===== config.mk =====
export PLATFORM = sky130hd
export DESIGN_NAME = array_seq_ctrl
export DESIGN_NICKNAME = d
export VERILOG_FILES = /design/src/rtl/array_pkg.sv /design/src/rtl/array_instr_decode.sv /design/src/rtl/array_seq_ctrl.sv
export SDC_FILE = /design/constraint.sdc
export NUM_CORES = 1
export LEC_CHECK = 0
export BUFFER_PORTS_ARGS = -buffer_cell sky130_fd_sc_hd__buf_2
export CAP_MARGIN = 20
export CORE_MARGIN = 2
export CORE_UTILIZATION = 52
export CTS_CLUSTER_SIZE = 16
export DETAILED_ROUTE_END_ITERATION = 8
export HOLD_SLACK_MARGIN = 0.03
export PLACE_DENSITY_LB_ADDON = 0.05
export SLEW_MARGIN = 15
export SYNTH_ARGS = -nofsm -noshare
export SYNTH_HDL_FRONTEND = slang
export SYNTH_SLANG_ARGS = --single-unit

===== constraint.sdc =====
create_clock -name clk -period 2.41 [get_ports clk]
set_input_delay 0.723 -clock clk [delete_from_list [all_inputs] [get_ports clk]]
set_output_delay 0.723 -clock clk [all_outputs]
set_load 0.05 [all_outputs]

===== src/rtl/array_pkg.sv =====
// Shared definitions for the bit-serial PE array sequencer:
// opcodes, instruction field positions and sequencer states.
package array_pkg;

    localparam int REG_INDEX_W = 5;
    localparam int OPC_W       = 6;

    localparam int OPC_LSB  = 26;
    localparam int SRCA_LSB = 21;
    localparam int DST_LSB  = 16;
    localparam int SRCB_LSB = 11;

    localparam logic [OPC_W-1:0] OP_NOP = 6'd0;
    localparam logic [OPC_W-1:0] OP_ADD = 6'd1;
    localparam logic [OPC_W-1:0] OP_SUB = 6'd2;
    localparam logic [OPC_W-1:0] OP_AND = 6'd3;
    localparam logic [OPC_W-1:0] OP_OR  = 6'd4;
    localparam logic [OPC_W-1:0] OP_XOR = 6'd5;
    localparam logic [OPC_W-1:0] OP_MOV = 6'd6;

    typedef enum logic [1:0] {
        S_IDLE   = 2'd0,
        S_DECODE = 2'd1,
        S_EXEC   = 2'd2,
        S_DONE   = 2'd3
    } state_e;

    function automatic logic [5:0] clamp_len(input logic [5:0] len,
                                             input logic [5:0] max_len);
        return (len == 6'd0 || len > max_len) ? max_len : len;
    endfunction

endpackage


===== src/rtl/array_instr_decode.sv =====
// Combinational instruction splitter: fields, illegal/NOP flags,
// zero-mask expansion and carry preset.
import array_pkg::*;

module array_instr_decode #(
    parameter int SIZE = 4
) (
    input  logic [31:0]            instr_i,
    output logic [OPC_W-1:0]       op_o,
    output logic [REG_INDEX_W-1:0] src_a_o,
    output logic [REG_INDEX_W-1:0] dst_o,
    output logic [REG_INDEX_W-1:0] src_b_o,
    output logic [SIZE-1:0]        mask_o,
    output logic                   illegal_o,
    output logic                   nop_o,
    output logic                   carry_init_o
);

    logic unused_bits;

    assign op_o    = instr_i[OPC_LSB  +: OPC_W];
    assign src_a_o = instr_i[SRCA_LSB +: REG_INDEX_W];
    assign dst_o   = instr_i[DST_LSB  +: REG_INDEX_W];
    assign src_b_o = instr_i[SRCB_LSB +: REG_INDEX_W];

    // An all-zero mask means broadcast to every PE.
    assign mask_o = (instr_i[SIZE-1:0] == '0) ? '1 : instr_i[SIZE-1:0];

    assign illegal_o    = (op_o > OP_MOV);
    assign nop_o        = (op_o == OP_NOP);
    assign carry_init_o = (op_o == OP_SUB);

    assign unused_bits = ^instr_i[SRCB_LSB-1:SIZE];

endmodule


===== src/rtl/array_seq_ctrl.sv =====
// Bit-serial PE array sequencer: latches one instruction on a start
// edge and steps the array one bit-plane per cycle.
import array_pkg::*;

module array_seq_ctrl #(
    parameter int SIZE            = 4,
    parameter int MAX_WORD_LENGTH = 32,
    parameter int REG_ADDR_W      = 10
) (
    input  logic                  clk,
    input  logic                  reset,
    input  logic                  start,
    input  logic [31:0]           instruction,
    input  logic [5:0]            length,
    output logic                  busy,
    output logic                  done,
    output logic                  err,
    output logic [SIZE-1:0]       pe_en,
    output logic [5:0]            pe_op,
    output logic [4:0]            pe_bit_idx,
    output logic [REG_ADDR_W-1:0] pe_src_a_addr,
    output logic [REG_ADDR_W-1:0] pe_src_b_addr,
    output logic [REG_ADDR_W-1:0] pe_dst_addr,
    output logic                  pe_first,
    output logic                  pe_last,
    output logic                  carry_init
);

    localparam logic [5:0] MAX_LEN = 6'(MAX_WORD_LENGTH);

    logic [OPC_W-1:0]       dec_op;
    logic [REG_INDEX_W-1:0] dec_a, dec_d, dec_b;
    logic [SIZE-1:0]        dec_mask;
    logic                   dec_illegal, dec_nop, dec_sub;

    array_instr_decode #(.SIZE(SIZE)) u_dec (
        .instr_i      (instruction),
        .op_o         (dec_op),
        .src_a_o      (dec_a),
        .dst_o        (dec_d),
        .src_b_o      (dec_b),
        .mask_o       (dec_mask),
        .illegal_o    (dec_illegal),
        .nop_o        (dec_nop),
        .carry_init_o (dec_sub)
    );

    state_e                 state_q;
    logic                   start_prev_q, launch_q;
    logic [OPC_W-1:0]       op_q;
    logic [REG_INDEX_W-1:0] a_q, d_q, b_q;
    logic [SIZE-1:0]        mask_q;
    logic                   illegal_q, skip_q, sub_q;
    logic [5:0]             len_q;
    logic [4:0]             bit_q;

    logic                   launch_d, step_d, last_d;
    logic [4:0]             bit_d;

    function automatic logic [REG_ADDR_W-1:0] addr(
        input logic [REG_INDEX_W-1:0] r,
        input logic [4:0]             b
    );
        return REG_ADDR_W'(r) * REG_ADDR_W'(MAX_WORD_LENGTH) + REG_ADDR_W'(b);
    endfunction

    // A pending launch blocks further edges until DECODE is entered.
    assign launch_d = start && !start_prev_q && (state_q == S_IDLE) && !launch_q;
    assign step_d   = ((state_q == S_DECODE) && !skip_q) ||
                      ((state_q == S_EXEC) && !pe_last);
    assign bit_d    = (state_q == S_DECODE) ? 5'd0 : bit_q;
    assign last_d   = ({1'b0, bit_d} == len_q - 6'd1);

    always_ff @(posedge clk) begin
        if (reset) begin
            state_q       <= S_IDLE;
            start_prev_q  <= 1'b0;
            launch_q      <= 1'b0;
            op_q          <= '0;
            a_q           <= '0;
            d_q           <= '0;
            b_q           <= '0;
            mask_q        <= '0;
            illegal_q     <= 1'b0;
            skip_q        <= 1'b0;
            sub_q         <= 1'b0;
            len_q         <= '0;
            bit_q         <= '0;
            busy          <= 1'b0;
            done          <= 1'b0;
            err           <= 1'b0;
            pe_en         <= '0;
            pe_op         <= '0;
            pe_bit_idx    <= '0;
            pe_src_a_addr <= '0;
            pe_src_b_addr <= '0;
            pe_dst_addr   <= '0;
            pe_first      <= 1'b0;
            pe_last       <= 1'b0;
            carry_init    <= 1'b0;
        end else begin
            start_prev_q <= start;
            launch_q     <= launch_d;
            done         <= 1'b0;
            pe_en        <= '0;
            pe_first     <= 1'b0;
            pe_last      <= 1'b0;
            carry_init   <= 1'b0;

            if (launch_d) begin
                op_q      <= dec_op;
                a_q       <= dec_a;
                d_q       <= dec_d;
                b_q       <= dec_b;
                mask_q    <= dec_mask;
                illegal_q <= dec_illegal;
                skip_q    <= dec_illegal || dec_nop;
                sub_q     <= dec_sub;
                len_q     <= clamp_len(length, MAX_LEN);
            end

            if (step_d) begin
                pe_en         <= mask_q;
                pe_op         <= op_q;
                pe_bit_idx    <= bit_d;
                pe_src_a_addr <= addr(a_q, bit_d);
                pe_src_b_addr <= addr(b_q, bit_d);
                pe_dst_addr   <= addr(d_q, bit_d);
                pe_first      <= (bit_d == 5'd0);
                pe_last       <= last_d;
                carry_init    <= sub_q && (bit_d == 5'd0);
                bit_q         <= bit_d + 5'd1;
            end

            unique case (state_q)
                S_IDLE: begin
                    if (launch_q) begin
                        state_q <= S_DECODE;
                        busy    <= 1'b1;
                        err     <= 1'b0;
                    end
                end
                S_DECODE: begin
                    if (skip_q) begin
                        state_q <= S_DONE;
                        done    <= 1'b1;
                        err     <= illegal_q;
                    end else begin
                        state_q <= S_EXEC;
                    end
                end
                S_EXEC: begin
                    if (pe_last) begin
                        state_q <= S_DONE;
                        done    <= 1'b1;
                    end
                end
                S_DONE: begin
                    state_q <= S_IDLE;
                    busy    <= 1'b0;
                end
            endcase
        end
    end

endmodule


; ---- Yosys cells after proc, flatten, opt, wreduce, memory -nomap -nowiden
; Index checks and enable logic that the tools add are counted.
[totals]
regBits = 94
output_inout_bits = 51
word_cells = 80
[op_classes]
addsub = 5
magnitude_cmp = 2
eq_ne = 8
mux = 15
bitwise_logic = 1
n_reduce_logical = 24
[op_table]
columns = operator, count
row1 = adder 10 x 5 -> 10 bit, 3
row2 = logical NOT 6 bit, 2
row3 = one-hot mux 2 bit (4 select lines), 1
row4 = equality test 5 x 6 -> 1 bit, 1
row5 = equality test 6 x 2 -> 1 bit (second input constant), 1
row6 = > comparator 6 x 3 -> 1 bit (second input constant), 1
row7 = > comparator 6 bit (second input constant), 1
row8 = logical AND 1 bit, 6
row9 = 2-to-1 mux 1 bit, 6
row10 = 2-to-1 mux 6 bit, 1
row11 = != test 2 bit (second input constant), 3
row12 = one-hot mux 1 bit (2 select lines), 3
row13 = subtractor 6 x 1 -> 6 bit (second input constant), 1
row14 = adder 5 x 1 -> 5 bit (second input constant), 1
row15 = logical NOT 5 bit, 1
row16 = 2-to-1 mux 5 bit, 1
row17 = equality test 2 bit (second input constant), 2
row18 = logical NOT 1 bit, 4
row19 = logical NOT 4 bit, 1
row20 = 2-to-1 mux 2 bit, 2
row21 = 2-to-1 mux 4 bit, 1
row22 = AND reduction 2 bit, 2
row23 = nonzero test 2 bit, 2
row24 = logical OR 1 bit, 3
row25 = other kinds (5), 5

; ---- Logic depth before layout (Yosys ltp)
[logic_depth]
word_depth = 5
mapped_depth = 9
ltp_nobuf = 8

; ---- Hierarchy
; Synthesis repeated with hierarchy kept, for this count alone.
[unflattened]
hier_cells = 423
area_unflattened_um2 = 3458.3
[modules_own_cells]
columns = mod, n_inst, cells_per_inst, area_each_um2
row1 = array_seq_ctrl, 1, 392, 3201.8
row2 = array_instr_decode, 1, 31, 256.5

; ---- Worst setup path after synthesis
; No wires, ideal clock.
[synth_path]
kind = flip-flop to flip-flop
from = register state_q[1]
to = register bit_q[4]
setup_time_ns = 0.070
t_arrival_ns = 1.606
slack_ns = 0.734
stages_incl_launch_ff = 8
n_path_buf = 0
period_less_slack_ns = 1.676
cell_sequence = dfxtp_1 -> inv_1 -> ha_1 -> and2b_1 -> ha_1 -> nand4_1 -> or3_1 -> a21oi_1
[synth_between]
elab_chain_len = 3
[synth_rtl]
columns = item, line_no
row1 = "start, declared", array_seq_ctrl.sv:48  ; state_e state_q;
row2 = "start signal, assigned", array_seq_ctrl.sv:76  ; state_q <= S_IDLE;
row3 = "start signal, assigned", array_seq_ctrl.sv:138  ; state_q <= S_DECODE;
row4 = "start signal, assigned", array_seq_ctrl.sv:145  ; state_q <= S_DONE;
row5 = equality test 2 x 1 -> 1 bit, array_seq_ctrl.sv:71  ; assign bit_d = (state_q == S_DECODE) ? 5'd0 : bit_q;
row6 = 2-to-1 mux 5 bit, array_seq_ctrl.sv:71
row7 = via bit_d[1], array_seq_ctrl.sv:58  ; logic [4:0] bit_d;
row8 = adder 5 x 1 -> 5 bit, array_seq_ctrl.sv:132  ; bit_q <= bit_d + 5'd1;
row9 = "end signal, assigned", array_seq_ctrl.sv:132
row10 = "end, declared", array_seq_ctrl.sv:55  ; logic [4:0] bit_q;
; The timed path passes the listed nets, and every way through them passes these cells.
; A chain may end at the register's enable or synchronous reset.

; ---- Worst setup path after layout
; Ends and elaborated chain as after synthesis.

==> results.json <==
{
  "synthesized_netlist_net_count": 446,
  "die_area_sq_mm": 0.006953,
  "hold_viol": 0,
  "vias_after_detailed_routing": 2767,
  "num_io_pins": 92,
  "pwr_density_cell_mw_per_mm2": 948.9,
  "timing.critical_path.arrival_ns": 2.31,
  "io_buffer_count": 84,
  "worstHoldPathType": "register to register",
  "timing.reg2reg.setup_slack_ns": 0.38,
  "yosys.cell_types.count": 38,
  "outcome": "completed",
  "area_growth_syn_to_layout_pct": 16.61,
  "crit_path_max_incr_delay_ns": 0.41,
  "hold_slack_ns": 0.4470,
  "clock_tree_from_tritoncts": "yes",
  "post_cts_buffers": 0,
  "postSynthAreaPerCell_sq_um": 8.233,
  "clock_tree_root": "sky130_fd_sc_hd__clkbuf_8",
  "detail_route.drc_violations": 0,
  "drv_slew": 0,
  "layout_min_cycle_time_ns": 2.029,
  "die-height_um": 83.39,
  "max_cap_viol_count": 0,
  "detail_route.wl_per_cell_um": 12.56,
  "clkLatencyLatePin_ns": 0.35,
  "wire_length_of_the_first_global_routing_pass_um": 11520,
  "setup_repair_after_global_routing_missed_its_margin": "false",
  "worstPathBufferInverterCount": 1,
  "timing.critical_path.slowest_stage_cell": "sky130_fd_sc_hd__dfxtp_1",
  "final.period_utilization_pct": 84.18,
  "postLayoutCoreUtil_pct": 63.78,
  "timing.critical_path.to_type": "register",
  "globalRouteTotalUtil_pct": 20.36,
  "first_global_vias": 2547,
  "core-area_sq_mm": 0.005991,
  "timing.max_slew.rel_slack_pct": 61.82,
  "layout.filler_cells": 544,
  "number_of_flops_mapped_to_enable_cells_by_yosys": 0,
  "floorplan.initialDensity_pct": 54.70,
  "clock_tree.buffer_depth": 2,
  "postSynth.asyncResetShare_pct": 0,
  "number_of_drc_violations_after_detailed_routing_iteration_0": 149,
  "first_pass_iters": 4,
  "synth_seq_cells": 79,
  "worst_setup_path_start_kind": "register",
  "worstPathRequired_ns": 2.69,
  "cp_max_fo": 16,
  "htree_levels": 3,
  "worstMarginPinSlew_ns": 0.5726,
  "std_cell_rows": 28,
  "clkSlewWorstSetupHoldPaths_ns": 0.08,
  "postRouteAntennaNets": 0,
  "top_cell_type_s_share_of_synthesized_area_pct": 48.26,
  "mapped_cells": 398,
  "critical_path.cell_chain": "inv_1 -> ha_1 -> and2b_1 -> ha_1 -> nand4_1 -> or3_1 -> a21oi_1",
  "leakage_nw": 1.643,
  "timing.clock.skew_ns": 0.007662,
  "clock-sinks": 79,
  "critical_path.most_common_cell": "sky130_fd_sc_hd__ha_1",
  "finish.net_count": 513,
  "cts.hold.buffers_added": 0,
  "global_route.overflow_total": 0,
  "peakVddDrop_uv": 396.6,
  "timing.setup.critical_path_class": "register to register",
  "setup_viol": 0,
  "die_width_um": 83.39,
  "synth_area_leaders": "sky130_fd_sc_hd__dfxtp_1 48%, sky130_fd_sc_hd__nand2_1 12%, sky130_fd_sc_hd__a21oi_1 8.9%",
  "fraction_of_final_layout_cells_sized_beyond_drive_strength_1_pct": 24.26,
  "post_cts_resize_count": 0,
  "inserted_clock_buffers": 9,
  "seq_area_frac_synth_pct": 48.26,
  "detail_route.wirelength_um": 6843,
  "routed_via_density": 5.077,
  "yosysTopAreaCell": "sky130_fd_sc_hd__dfxtp_1",
  "dp.final_hpwl_um": 4678,
  "synth-main-ff-cell": "sky130_fd_sc_hd__dfxtp_1",
  "final.setup.tns_ns": 0,
  "ys.warnings.count": 0,
  "n_antenna_cell": 0,
  "critPathTopFamily": "simple AND/OR/NAND/NOR gates",
  "clock.fmax_mhz": 492.9,
  "grt_antenna_before_repair": 0,
  "gp_congestion": 0.8092,
  "grt_max_degree": 35,
  "syn-cell-area_sq_mm": 0.003277
}
cell usage after synthesis, types with 4 or more instances:
cell type	count
sky130_fd_sc_hd__a211oi_1	6
sky130_fd_sc_hd__a21oi_1	58
sky130_fd_sc_hd__a22oi_1	5
sky130_fd_sc_hd__and2_1	6
sky130_fd_sc_hd__buf_2	5
sky130_fd_sc_hd__buf_4	19
sky130_fd_sc_hd__clkbuf_1	11
sky130_fd_sc_hd__dfxtp_1	79
sky130_fd_sc_hd__ha_1	7
sky130_fd_sc_hd__inv_1	12
sky130_fd_sc_hd__nand2_1	102
sky130_fd_sc_hd__nand2b_1	5
sky130_fd_sc_hd__nand3b_1	6
sky130_fd_sc_hd__nand4_1	4
sky130_fd_sc_hd__nor2_1	25
sky130_fd_sc_hd__nor2b_1	4
sky130_fd_sc_hd__nor3_1	7
sky130_fd_sc_hd__o21ai_0	5
sky130_fd_sc_hd__xnor2_1	6
worst register-to-register path: stages (launching register included):
cell	delay (ns)
sky130_fd_sc_hd__dfxtp_1	0.41
sky130_fd_sc_hd__inv_1	0.09
sky130_fd_sc_hd__ha_1	0.36
sky130_fd_sc_hd__and2b_1	0.35
sky130_fd_sc_hd__ha_1	0.23
sky130_fd_sc_hd__nand4_1	0.10
sky130_fd_sc_hd__or3_1	0.32
sky130_fd_sc_hd__a21oi_1	0.12
final cells by class:
cell class                      count  area [sq um]  area share, %
Inverter                           12         45.04          1.179
Clock inverter                      5         56.30          1.473
Multi-Input combinational cell    269          1408          36.84
Sequential cell                    79          1582          41.39
Tap cell                           75         93.84          2.456
Timing Repair Buffer               94         495.5          12.97
Clock buffer                       11         141.4          3.700
kinds of logic (layout without fill, tap and decap cells):
family | Yosys count | in the layout | share of synthesized area (%)
adders and majority gates | 7 | 7 | 2.673
buffers and inverters | 50 | 122 | 8.782
DFF | 79 | 79 | 48.26
muxes | 3 | 3 | 0.9164
AOI/OAI and AO/OA | 83 | 83 | 14.62
and+or+nand+nor | 169 | 169 | 22.87
xor gates and xnor gates | 7 | 7 | 1.871
metrics by stage:
stage / instance area, sq um / instances / total power [mW] / setup WS [ns]
after floorplan: 3277 / 398 / 2.441 / 0.7337
after global placement: 3623 / 529 / 2.655 / 0.4371
after detailed placement: 3623 / 529 / 2.675 / 0.4038
after CTS: 3821 / 545 / 3.662 / 0.4005
after global routing: 3821 / 545 / 3.861 / 0.2692
final: 3821 / 545 / 3.626 / 0.3813
routing by layer:
layer | vias up | global-route usage [%] | wire length (um)
met2 | 70 | 31.09 | 3107
met1 | 1256 | 27.22 | 3264
met4 | 0 | 7.452 | 103
li1 | 1431 | - | -
met5 | - | 0 | 0
met3 | 10 | 6.262 | 368
worst paths after layout:
| check | start | to | cells after the start |
|---|---|---|---|
| worst max register to register | state_q[1] | bit_q[4] | 7 |
| worst min-delay path | pe_dst_addr[5] | pe_dst_addr[5] | 2 |
| worst max-delay path | state_q[1] | bit_q[4] | 7 |
| worst min register to register | pe_dst_addr[5] | pe_dst_addr[5] | 2 |
report_power, final:
part / total (mW) / internal, mW / switching [mW]
registers: 1.54 / 1.45 / 0.0937
logic: 1.09 / 0.351 / 0.742
clock network: 0.988 / 0.508 / 0.481
registers in the layout, summed over array words and instances, names as in the netlist, 4 cells and up:
register	cells
len_q	6
op_q	6
pe_op	6
pe_src_a_addr	6
a_q	5
b_q	5
bit_q	5
d_q	5
pe_dst_addr	5
pe_src_b_addr	5
mask_q	4
pe_bit_idx	4
pe_en	4
cells in the final DEF (no fill, tap or decap), drive strengths merged, types with 2 or more instances in the layout:
cell    instances
dfxtp          79
a211oi          7
nand3b          6
ha              7
and2b           2
a41oi           2
nor2           25
nor3            8
inv            13
a22oi           5
nand2b          5
clkbuf         11
mux2i           3
a21oi          59
nand3           2
nor2b           4
buf            94
o21ai           5
clkinv          2
nand2         102
nand4           4
xnor2           6
nor3b           2
and2            6
Note: power is estimated with default switching activity, not from simulation.
